**config.mk**
```make
export PLATFORM = sky130hd
export DESIGN_NAME = fetch_unit
export DESIGN_NICKNAME = d
export VERILOG_FILES = /design/src/rtl/fetch_unit.sv
export SDC_FILE = /design/constraint.sdc
export NUM_CORES = 1
export LEC_CHECK = 0
export BUFFER_PORTS_ARGS = -buffer_cell sky130_fd_sc_hd__buf_2
export CORE_MARGIN = 5
export CORE_UTILIZATION = 41
export DETAILED_ROUTE_END_ITERATION = 7
export PLACE_DENSITY = 0.72
export SYNTH_ARGS = -nofsm -noshare
export SYNTH_HDL_FRONTEND = slang
export SYNTH_SLANG_ARGS = --single-unit
```
**constraint.sdc**
```tcl
create_clock -name clk -period 1.4 [get_ports clk]
set_input_delay 0.14 -clock clk [delete_from_list [all_inputs] [get_ports clk]]
set_output_delay 0.14 -clock clk [all_outputs]
set_load 0.02 [all_outputs]
```
**src/rtl/fetch_unit.sv**
```systemverilog
`default_nettype none
//==============================================================================
// Module      : fetch_unit
// Description : Instruction fetch stage: owns the PC, issues one outstanding
//               memory read at a time and hands instructions to decode.
// Revision    : 1.0 - initial release
//==============================================================================
module fetch_unit #(
    parameter int                ADDR_W   = 8,
    parameter int                INSTR_W  = 16,
    parameter logic [ADDR_W-1:0] RESET_PC = '0
) (
    input  logic               clk,
    input  logic               reset,
    output logic               mem_req,
    output logic [ADDR_W-1:0]  mem_addr,
    input  logic               mem_rvalid,
    input  logic [INSTR_W-1:0] mem_rdata,
    input  logic               redirect,
    input  logic [ADDR_W-1:0]  redirect_pc,
    output logic               instr_valid,
    input  logic               instr_ready,
    output logic [INSTR_W-1:0] instruction,
    output logic [ADDR_W-1:0]  instr_pc,
    output logic [ADDR_W-1:0]  pc
);

    typedef enum logic [2:0] {
        S_BOOT  = 3'd0,
        S_ISSUE = 3'd1,
        S_WAIT  = 3'd2,
        S_HOLD  = 3'd3,
        S_DRAIN = 3'd4
    } state_t;

    localparam logic [ADDR_W-1:0] c_pc_inc = 1;

    state_t               r_state;
    state_t               w_state_next;
    logic [ADDR_W-1:0]    r_pc;
    logic [ADDR_W-1:0]    w_pc_next;
    logic [INSTR_W-1:0]   r_instruction;
    logic [ADDR_W-1:0]    r_instr_pc;
    logic                 w_capture;

    always_ff @(posedge clk) begin
        if (reset) begin
            r_state       <= S_BOOT;
            r_pc          <= RESET_PC;
            r_instruction <= '0;
            r_instr_pc    <= '0;
        end else begin
            r_state <= w_state_next;
            r_pc    <= w_pc_next;
            if (w_capture) begin
                r_instruction <= mem_rdata;
                r_instr_pc    <= r_pc;
            end
        end
    end

    always_comb begin
        w_state_next = r_state;
        w_pc_next    = r_pc;
        w_capture    = 1'b0;

        case (r_state)
            S_BOOT:  w_state_next = S_ISSUE;
            S_ISSUE: w_state_next = S_WAIT;
            S_WAIT: begin
                if (mem_rvalid) begin
                    w_capture    = 1'b1;
                    w_pc_next    = r_pc + c_pc_inc;
                    w_state_next = S_HOLD;
                end
            end
            S_HOLD:  if (instr_ready) w_state_next = S_ISSUE;
            S_DRAIN: if (mem_rvalid)  w_state_next = S_ISSUE;
            default: w_state_next = S_BOOT;
        endcase

        // A redirect drops any response landing this cycle; DRAIN is only
        // needed while a request is still unanswered.
        if (redirect) begin
            w_pc_next = redirect_pc;
            w_capture = 1'b0;
            case (r_state)
                S_ISSUE: w_state_next = S_DRAIN;
                S_WAIT:  w_state_next = mem_rvalid ? S_ISSUE : S_DRAIN;
                S_DRAIN: w_state_next = mem_rvalid ? S_ISSUE : S_DRAIN;
                default: w_state_next = S_ISSUE;
            endcase
        end
    end

    assign mem_req     = (r_state == S_ISSUE);
    assign mem_addr    = r_pc;
    assign instr_valid = (r_state == S_HOLD);
    assign instruction = r_instruction;
    assign instr_pc    = r_instr_pc;
    assign pc          = r_pc;

endmodule
`default_nettype wire

```
### Word level (Yosys, flattened, before mapping)

Index checks and enable logic that the tools add are counted.

* input bits: 29
* register bits after elaboration: 35
* output and inout port bits: 42

* mux-type cells: 13
* add/sub/neg operators: 1
* equality and inequality tests: 7
* reductions and logical operators: 6

Operators by type and width (number)
* $mux 8: 3
* $mux 3: 5
* $pmux 3 s5: 1
* $add 8x1->8 const B: 1
* $eq 3x2->1 const B: 2
* $ne 3x3->1 const B: 2
* $pmux 3 s2: 1
* $reduce_bool 2->1: 2
* $eq 3x1->1 const B: 1
* $eq 3x3->1 const B: 1
* $logic_not 3->1: 1
* $mux 1: 3
* $ne 3x2->1 const B: 1
* $reduce_and 3->1: 1
* $reduce_and 2->1: 1
* $reduce_or 2->1: 1

### Longest topological paths before layout

Gate-level depths: netlist of run 1.

* depth after elaboration: 4
* mapped depth: 8
* depth with buffers taken out: 5

### Worst setup path before layout of run 1

OpenSTA, ideal clock, no wires.

* path kind: reg-to-reg
* from: reg r_state[1]
* to: reg r_pc[7], in the netlist mem_addr[7]
* setup slack: -71 ps
* period minus slack after synthesis: 1471 ps
* cell stages (with the launch flop): 7
* arrival: 1408 ps
* cell sequence: dfxtp_1 > buf_2 > and4bb_1 > buf_4 > nand2_1 > or4_1 > nand3_1

* cells in the longest elaborated chain, start to end: 3

RTL lines
* start, declared: line 38 `state_t r_state;`
* start signal, assigned: line 53 `r_state <= w_state_next;`
* $eq 3x2->1: line 67 `case (r_state)`
* $reduce_bool 2->1 (no line)
* $reduce_and 2->1 (no line)
* end signal, assigned: line 54 `r_pc <= w_pc_next;`
* end, declared: line 40 `logic [ADDR_W-1:0] r_pc;`

No other way between the ends.
A chain may end at the register's enable or synchronous reset.

### Final worst setup path of run 1

* from: reg r_state[0]
* to: reg r_pc[7], in the netlist mem_addr[7]

Same word-level chain as after synthesis.

==> summary.md, run 1 <==
| Metric | Value |
|---|---|
| Outcome | complete, no violations |
| Core area | between 3000 and 4000 sq um |
| RSZ-0062 raised after global routing | true |
| Max-capacitance violation count | 0 |
| Detailed placement HPWL | roughly 2800 um |
| Distinct cell type count after synthesis | 27 |
| Tot Pwr | around 2.0 mW |
| CTS Buffer Depth | 2 |
| Reg2reg path depth | 5 |
| DIE AREA | around 4900 sq um |
| Num CTS Buffers | 5 |
| Hold WS | between 30 and 40 ps |
| Synth Area per Inst | between 7 and 8 sq um |
| First-pass GRT wire length | ~6100 um |
| Remaining DRCs | 0 |
| Chip height | between 70 and 80 um |
| Least-Margin Pin Slew | approximately 370 ps |
| Synth async-reset ratio | 0 |
| Final setup vio count | 0 |
| Min-delay worst type | in -> reg |
| Initial antenna violation count | 0 |
| CP max FO | 5 |
| ANT nets after route | 0 |
| Final Hold Fails | 0 |
| P&R area growth vs syn | 36.8% |
| Cell taking the most area after synthesis | dfxtp_1 |
| Worst Path Required | around 1700 ps |
| I/O Pins | 71 |
| Clock transition at path regs | approximately 100 ps |
| Clock period minus worst slack | about 1400 ps |
| CP cell instances | and4bb_4, buf_6, nand2_2, or4_1, nand3_1 |
| FF-to-FF End | mem_addr[7] |
| Row cnt | 21 |
| CP peak stage delay | ~390 ps |
| Achievable frequency | about 0.72 GHz |
| Synth top area share | 0.472 |
| Clk_skew | around 8.5 ps |
| Hold Path Cell Cnt | 3 |
| Tot GR Track Use | 0.152 |
| Crit path launch type | flop |
| Largest net degree at the start of global routing | 35 |
| Final Core Density | 0.595 |
| Final Routed Wirelength | 3800 um |
| Leak | between 0.9 and 1 nW |
| Antenna Cells | 0 |
| Slew Limit Fails | 0 |
| Pwr/cell area | around 970 nW/um^2 |
| Arrival time at the worst endpoint | around 1700 ps |
| CTS tree | built |
| Layout cells sized above 1 | 0.383 |
| Placed insts | roughly 300 |
| Post-Syn Area | ~1500 sq um |
| R2R Path Start | r_state[0] |
| Primary FF master, synth | dfxtp_1 |
| FF+latch count, synth | 35 |
| WL/cell | roughly 12 um |
| Post-synth EDFFs | 0 |
| Clk_lat worst skew | ~340 ps |
| Hold Path End | instruction[4] |
| Syn Inst Count | between 150 and 200 |
| Root buffer cell | clkbuf_4 |
| Vias/cell | just under 5 |
| Register area share after synthesis | 0.472 |
| Top-count cell post-synth | nand2_1 |
| YS warnings | 0 |
| Max IR drop VDD | approximately 520 uV |
| DRT iter0 DRCs | 55 |
| Most instantiated cells after synthesis | nand2_1 (56), dfxtp_1 (35), a21oi_1 (29), buf_4 (9), nor2_1 (8) |
| Routability cong. | approximately 0.76 |
| Cell Count, Final, Fillers Out | 310 |
| Synth top area cells | dfxtp_1 (47%), nand2_1 (14%), a21oi_1 (9.8%), buf_4 (4.5%), a211oi_1 (3.0%) |
| Synthesized net count | around 220 |
| Period utilization | 0.999 |
| Setup crit end kind | flop |
| Port buffer count | 70 |
| DR vias | ~1500 |
| Layout fillers | around 350 |
| DRT Pass-1 Iters | 4 |
| Grt total ovfl | 0 |
| Hold path start | mem_rdata[4] |
| Vias in the first global route | ~1400 |
| Clock sinks | 35 |
| Starting density of the core | 0.435 |
| CP Class | reg -> reg |
| Relative max-transition margin | 0.753 |
| H-Tree Depth | 2 |
| Final nets | around 300 |
| Crit-path slowest cell | or4_1 |
| R2r setup slk | roughly 1.6 ps |
| Die W | roughly 70 um |
==> per-layer routing <==
layer,up-vias,GRT usage,wire length [um]
met5,-,0,0
met4,0,0.0511,30
met3,4,0.0516,288
met2,48,0.241,1740
met1,687,0.192,1740
li1,772,-,-
==> repair_timing <==
action	CTS	global route
endpoints found under the setup margin	3	9
endpoints found under the hold margin	1	0
hold buffers	1	0
buffers inserted	1	1
gates cloned	0	0
gates resized for setup	1	4
pin swaps	2	5
==> power breakdown <==
part	switching (mW)	leakage, nW	internal [mW]
clock network	0.323	0.0386	0.295
registers	0.0204	0.285	1.03
logic	0.172	0.613	0.130
==> registers in the layout, indices dropped and copies added (netlist names) <==
signal and cells:
r_state 3, mem_addr 8, instruction 16, instr_pc 8
==> critical path: cells and delay by family (launching register included) <==
kind	cells	cell delay, ps
and+or+nand+nor	4	910
DFF	1	330
buffers and inverters	1	120
==> cells by family after synthesis <==
kind of cell | count (synthesis) | share of synthesized area
compound gates | 40 | 0.152
xor+xnor | 5 | 0.0295
fa+ha+maj | 1 | 0.00842
buf+inv | 21 | 0.0809
flops | 35 | 0.472
mux | 3 | 0.0202
simple gates | 81 | 0.238
==> metrics by stage <==
stage	setup TNS, ps	area (sq um)	setup slack (ps)
after floorplan	-9.25	1500	-3.12
after global placement	0	1920	42.8
after detailed placement	-16.5	1920	-16.5
after CTS	0	2010	0.379
after global routing	-197	2030	-70.4
final	0	2030	1.60
==> layout by cell type (no fill, tap or decap), types with 2 or more instances in the layout <==
cell type and count:
buf_2 70, nand2_1 55, dfxtp_1 33, a21oi_1 29, buf_4 16, nor2_1 8
nand3_1 5, a211oi_1 5, xor2_1 5, clkbuf_4 5, mux2i_1 3, nand4_1 3
o21ai_0 2, clkbuf_8 2, dfxtp_2 2, buf_6 2
==> worst max path at each step <==
stage | end | slack (ps) | depth (start not counted) | startpoint
after floorplan | instr_pc[0] | -3 | 8 | r_state[1]
after global placement | mem_addr[5] | 40 | 5 | r_state[0]
after detailed placement | mem_addr[5] | -20 | 5 | r_state[0]
after CTS | mem_addr[7] | 0.4 | 5 | r_state[2]
after global routing | mem_addr[7] | -70 | 5 | r_state[0]
final | mem_addr[7] | 2 | 5 | r_state[0]
==> area by class of cell <==
| type | instances | area [sq um] | share of cell area |
|---|---|---|---|
| tap | 46 | 57.6 | 0.0283 |
| clock buffer | 8 | 68.8 | 0.0339 |
| inverter | 1 | 3.75 | 0.00185 |
| timing repair buffer | 90 | 523 | 0.257 |
| multi-input combinational | 130 | 676 | 0.333 |
| sequential | 35 | 703 | 0.346 |
Note: power is estimated with default switching activity, not from simulation.
==> run 2: changes to the inputs <==
--- a/config.mk
+++ b/config.mk
@@ -5,9 +5,9 @@
 export SDC_FILE = /design/constraint.sdc
 export NUM_CORES = 1
 export LEC_CHECK = 0
+export ABC_AREA = 1
 export BUFFER_PORTS_ARGS = -buffer_cell sky130_fd_sc_hd__buf_2
-export CORE_MARGIN = 5
-export CORE_UTILIZATION = 41
+export CORE_UTILIZATION = 42
 export DETAILED_ROUTE_END_ITERATION = 7
 export PLACE_DENSITY = 0.72
 export SYNTH_ARGS = -nofsm -noshare
==> run 2 against run 1 <==
Register-to-register slack gained 60 ps; first-iteration DRC count up 140%; count of clock-buffer cells in the layout unchanged; sequential power about the same; cell count rose by 11%; flip-flop and latch count did not move; clock skew fell by 5.6 ps; critical path depth unchanged; cell area grew 6.8%; combinational power up 6%; global-route usage is 4.0 points higher; largest cell class is now multi-input gates.
==> summary.md, run 2 <==
| Metric | Value |
|---|---|
| Cell taking the most area after synthesis | dfxtp_1 |
| Min-delay worst type | in -> reg |
| Remaining DRCs | 0 |
| Detailed placement HPWL | about 2600 um |
| Final setup vio count | 0 |
| Post-synth EDFFs | 0 |
| WL/cell | 12.2 um |
| Final Core Density | 0.588 |
| I/O Pins | between 70 and 80 |
| Clk_lat worst skew | between 200 and 300 ps |
| Vias in the first global route | 1418 |
| Core area | about 3700 sq um |
| Cell area after layout | 2170 sq um |
| Row cnt | 22 |
| P&R area growth vs syn | 34.0% |
| Placed insts | around 330 |
| Synth Area per Inst | 7.29 sq um |
| Primary FF master, synth | dfxtp_1 |
| DRT Pass-1 Iters | 4 |
| Cell Count, Final, Fillers Out | approximately 340 |
| Num CTS Buffers | 5 |
| Placed cell area | approximately 1900 sq um |
| Clock period minus worst slack | between 1000 and 1500 ps |
| Clock transition at path regs | approximately 70 ps |
| Hold Path Cell Cnt | 3 |
| Synth top area share | 0.433 |
| Largest net degree at the start of global routing | 38 |
| Crit path launch type | flop |
| Initial antenna violation count | 0 |
| Final Routed Wirelength | around 4200 um |
| Simple-gate share of the synthesized area | 0.261 |
| Slack of the critical path | just over 50 ps |
| Antenna Cells | 0 |
| Worst Path Required | 1260 ps |
| Most instantiated cells after synthesis | nor2_1 (48), dfxtp_1 (35), nand2_1 (34), o21ai_0 (25), inv_1 (21) |
| Most common cell after layout, fill and taps aside | buf_2 |
| Final nets | 324 |
| ANT nets after route | 0 |
| Max FFs per register | 16 |
| Most frequent cells in the layout | buf_2 (69), nor2_1 (47), nand2_1 (34), dfxtp_1 (34), o21ai_0 (25) |
| RSZ-0062 raised after global routing | true |
| Slew Limit Fails | 0 |
| Tot Pwr | about 2.2 mW |
| Distinct cell type count after synthesis | 25 |
| Setup total negative slack | 0 ps |
| DR vias | around 1700 |
| Synth Area in Adders | 0.00773 |
| First-pass GRT wire length | around 6000 um |
| Arrival time at the worst endpoint | ~1200 ps |
| CP max FO | 3 |
| Final Hold Fails | 0 |
| Top-count cell post-synth | nor2_1 |
| CTS Buffer Depth | 2 |
| DIE AREA | 4110 sq um |
| CTS tree | built |
| Layout cells sized above 1 | 0.353 |
| Max IR drop VDD | ~650 uV |
| Post-Syn Area | 1620 sq um |
| DRT iter0 DRCs | 131 |
| Post-synthesis mux area share | 0 |
| Syn Inst Count | 222 |
| YS warnings | 0 |
| Setup crit end kind | output pin |
| Outcome | complete, no violations |
| Vias/cell | 4.83 |
| Clk_skew | 2.86 ps |
| Pwr/cell area | between 1000 and 1500 nW/um^2 |
| Max-capacitance violation count | 0 |
| Achievable frequency | approximately 0.74 GHz |
| Period utilization | 0.963 |
| Tot GR Track Use | 0.192 |
| Starting density of the core | 0.439 |
| Reg2reg path depth | 7 |
| Synth top area cells | dfxtp_1 (43%), nor2_1 (11%), nand2_1 (7.9%), o21ai_0 (7.7%), inv_1 (4.9%) |
| Clock sinks | 35 |
| Synthesized net count | roughly 250 |
| Least-Margin Pin Slew | 728 ps |
| Xor and xnor fraction of the mapped netlist area | 0.00541 |
| CP Class | reg -> out |
| Complex-gate fraction of the synthesized area | 0.154 |
| H-Tree Depth | 2 |
| Leak | roughly 1.1 nW |
| Register area share after synthesis | 0.433 |
| FF+latch count, synth | 35 |
| Main combinational cell family by area after synthesis | simple AND/OR/NAND/NOR gates |
| Die W | between 60 and 70 um |
| Pre-CTS setup slack | -3.35 ps |
| Routability cong. | a little under 0.9 |
| Root buffer cell | clkbuf_8 |
| Chip height | between 60 and 70 um |
| Port buffer count | 70 |
| Hold WS | between 70 and 80 ps |
| Synth async-reset ratio | 0 |
| Relative max-transition margin | 0.514 |
| Grt total ovfl | 0 |
==> run 2: final cells by class <==
class                           instances  area (sq um)
Multi-Input combinational cell        147           709
Clock buffer                            8           100
Inverter                               22          86.3
Fill cell                             350          1520
Sequential cell                        35           702
Timing Repair Buffer                   80           492
Timing Repair inverter                  3          20.0
Tap cell                               48          60.1
==> run 2: kinds of logic after synthesis <==
kind of cell    after synthesis
flops                        35
fa+ha+maj                     1
compound gates               44
xor+xnor                      1
buf+inv                      40
simple gates                101
==> run 2: report_power, final <==
group,switching [mW],internal [mW],total [mW]
clock,0.348,0.449,0.797
sequential,0.0304,1.03,1.06
combinational,0.196,0.122,0.319
total,0.575,1.60,2.18
==> run 2: repair_timing <==
action | in CTS | in global routing
gates cloned | 0 | 5
resized for setup | 1 | 11
buffers inserted | 0 | 2
pin swaps | 0 | 1
hold buffers | 0 | 0
setup endpoints to repair | 2 | 27
endpoints found under the hold margin | 0 | 0
==> run 2: critical path, cell delays in order (launching register included) <==
cell	delay, ps
dfxtp_1	310
buf_4	140
nor2_2	110
inv_1	70
nor2_1	130
buf_4	160
==> run 2: routing by layer <==
metal	wire (um)	track usage	share of wire	up-vias
met5	0	0	0	-
met3	266	0.0679	0.064	7
met2	1910	0.278	0.46	66
met4	84	0.0767	0.020	0
li1	-	-	-	845
met1	1910	0.257	0.46	740
==> run 2: final timing paths <==
check                                   from              end  slack [ps]
worst max register to register    r_state[0]  instruction[15]          60
worst min register to register    r_state[1]       r_state[1]         500
worst max-delay path              r_state[2]      instr_valid          50
worst min-delay path            mem_rdata[0]   instruction[0]          70
==> run 3: changes to the inputs <==
--- a/config.mk
+++ b/config.mk
@@ -5,10 +5,10 @@
 export SDC_FILE = /design/constraint.sdc
 export NUM_CORES = 1
 export LEC_CHECK = 0
-export ABC_AREA = 1
 export BUFFER_PORTS_ARGS = -buffer_cell sky130_fd_sc_hd__buf_2
-export CORE_UTILIZATION = 42
+export CORE_UTILIZATION = 41
 export DETAILED_ROUTE_END_ITERATION = 7
+export GPL_TIMING_DRIVEN = 0
 export PLACE_DENSITY = 0.72
 export SYNTH_ARGS = -nofsm -noshare
 export SYNTH_HDL_FRONTEND = slang
==> run 3 against run 2 <==
Via count decreased by 5.9%; power is 11% lower; setup slack worse by 100 ps; the flow now finishes with violations (hold timing, setup timing); hold slack worse by 74 ps; flip-flop and latch count unchanged; non-clock buffer count is 20 higher; register-to-register slack lost 110 ps; critical path depth rose by 1; routed wire length is 5.0% lower; die area down 5.8%; clock power fell by 31%.
==> summary.md, run 3 (same netlist as run 1, synthesis figures left out) <==
| Metric | Value |
|---|---|
| P&R area growth vs syn | 50.8% |
| Initial antenna violation count | 0 |
| DRT Pass-1 Iters | 4 |
| Final setup vio count | 11 |
| CP max FO | 8 |
| Leak | 1.04 nW |
| DRT iter0 DRCs | 50 |
| Area occupied by multi-input gates | around 790 sq um |
| Setup crit end kind | flop |
| I/O Pins | just over 70 |
| H-Tree Depth | 2 |
| Final Routed Wirelength | 3970 um |
| Least-Margin Pin Slew | 573 ps |
| ANT nets after route | 0 |
| Core area | approximately 3400 sq um |
| Most common cell after layout, fill and taps aside | buf_2 |
| Num CTS Buffers | 5 |
| Outcome | finished, violations left |
| Die W | roughly 62 um |
| Arrival time at the worst endpoint | 1750 ps |
| Port buffer count | 69 |
| DIE AREA | about 3900 sq um |
| Tot GR Track Use | 0.205 |
| Root buffer cell | clkbuf_4 |
| Final nets | 303 |
| Chip height | between 60 and 70 um |
| Clk_skew | 5.74 ps |
| Placed insts | between 300 and 400 |
| Final Hold Fails | 1 |
| Hold WS | -0.926 ps |
| Worst Path Required | 1700 ps |
| Vias/cell | 4.88 |
| Relative max-transition margin | 0.618 |
| DR vias | approximately 1600 |
| Min-delay worst type | in -> reg |
| Register area | ~720 sq um |
| Max FFs per register | 16 |
| Achievable frequency | between 0.6 and 0.7 GHz |
| Largest net degree at the start of global routing | 12 |
| Routability cong. | 0.795 |
| Layout fillers | between 300 and 400 |
| Period utilization | 1.04 |
| Starting density of the core | 0.435 |
| Crit path launch type | flop |
| First-pass GRT wire length | roughly 6200 um |
| Failing checks | hold timing, setup timing |
| Slew Limit Fails | 0 |
| CP Class | reg -> reg |
| Remaining DRCs | 0 |
| CTS Buffer Depth | 2 |
| Row cnt | 21 |
| WL/cell | about 12 um |
| Max IR drop VDD | between 500 and 600 uV |
| Placed cell area | about 1900 sq um |
| Cell area after layout | between 2000 and 2500 sq um |
| Clock transition at path regs | approximately 110 ps |
| Most frequent cells in the layout | buf_2 (68), nand2_1 (42), dfxtp_1 (29), a21oi_1 (16), buf_4 (15) |
| Vias in the first global route | between 1000 and 1500 |
| CTS tree | built |
| Grt total ovfl | 0 |
| Antenna Cells | 0 |
| Pwr/cell area | 868 nW/um^2 |
| Detailed placement HPWL | about 2500 um |
| Clock period minus worst slack | 1450 ps |
| Max-capacitance violation count | 0 |
| Layout cells sized above 1 | 0.485 |
| Cell Count, Final, Fillers Out | 320 |
| RSZ-0062 raised after global routing | true |
| Clock sinks | 35 |
| Clk_lat worst skew | about 360 ps |
| Slack of the critical path | -50.0 ps |
==> run 3: worst max-delay path, stage by stage (launching register included) <==
cell and delay [ps]:
dfxtp_4 360, and4bb_1 310, buf_6 130, and2_4 230
buf_8 140, nand2_1 80, a21oi_2 130
==> run 3: area by class of cell <==
| class | instances | share of cell area |
|---|---|---|
| multi-input cells | 130 | 0.353 |
| repair buffers | 82 | 0.214 |
| clock inverters | 2 | 0.00559 |
| inverters | 1 | 0.00168 |
| clock buffers | 6 | 0.0184 |
| flip-flops and latches | 35 | 0.320 |
| well taps | 46 | 0.0257 |
| plain buffers | 18 | 0.0620 |
==> run 3: path summary, 6_finish.rpt <==
check / startpoint / endpoint / slack (ps) / cells past startpoint
setup reg to reg: r_state[2] / instr_pc[0] / -50 / 6
setup / recovery: r_state[2] / instr_pc[0] / -50 / 6
hold / removal: mem_rdata[10] / instruction[10] / -0.9 / 3
hold reg to reg: instr_pc[6] / instr_pc[6] / 460 / 2
==> run 3: per-layer routing <==
metal,GRT usage,share of wire
met1,0.246,0.47
met3,0.0827,0.061
met2,0.330,0.45
met5,0,0
met4,0.0698,0.020
==> run 3: power breakdown <==
part / switching, mW / internal (mW) / total (mW) / leakage, nW
logic: 0.175 / 0.150 / 0.325 / 0.725
registers: 0.0405 / 1.03 / 1.07 / 0.287
clock network: 0.360 / 0.193 / 0.553 / 0.0282
==> run 3: metrics by stage <==
stage / setup TNS, ps / setup WS, ps / utilization / total power [mW] / hold WS (ps)
4_1_cts: -224 / -30.2 / 0.601 / 1.90 / 11.1
5_1_grt: -962 / -79.7 / 0.656 / 2.03 / -1.92
6_report: -241 / -50.0 / 0.656 / 1.94 / -0.926
2_1_floorplan: -9.25 / -3.12 / - / 1.25 / 258
3_3_place_gp: -2910 / -161 / 0.557 / 1.35 / 345
3_5_place_dp: -3180 / -177 / 0.557 / 1.36 / 348
==> run 3: repair_timing <==
item	4_1_cts	5_1_grt
cloned	2	1
buffers inserted	3	2
hold buffers	1	4
gates resized for setup	23	34
setup endpoints to repair	22	27
pin swaps	5	19
endpoints found under the hold margin	1	4
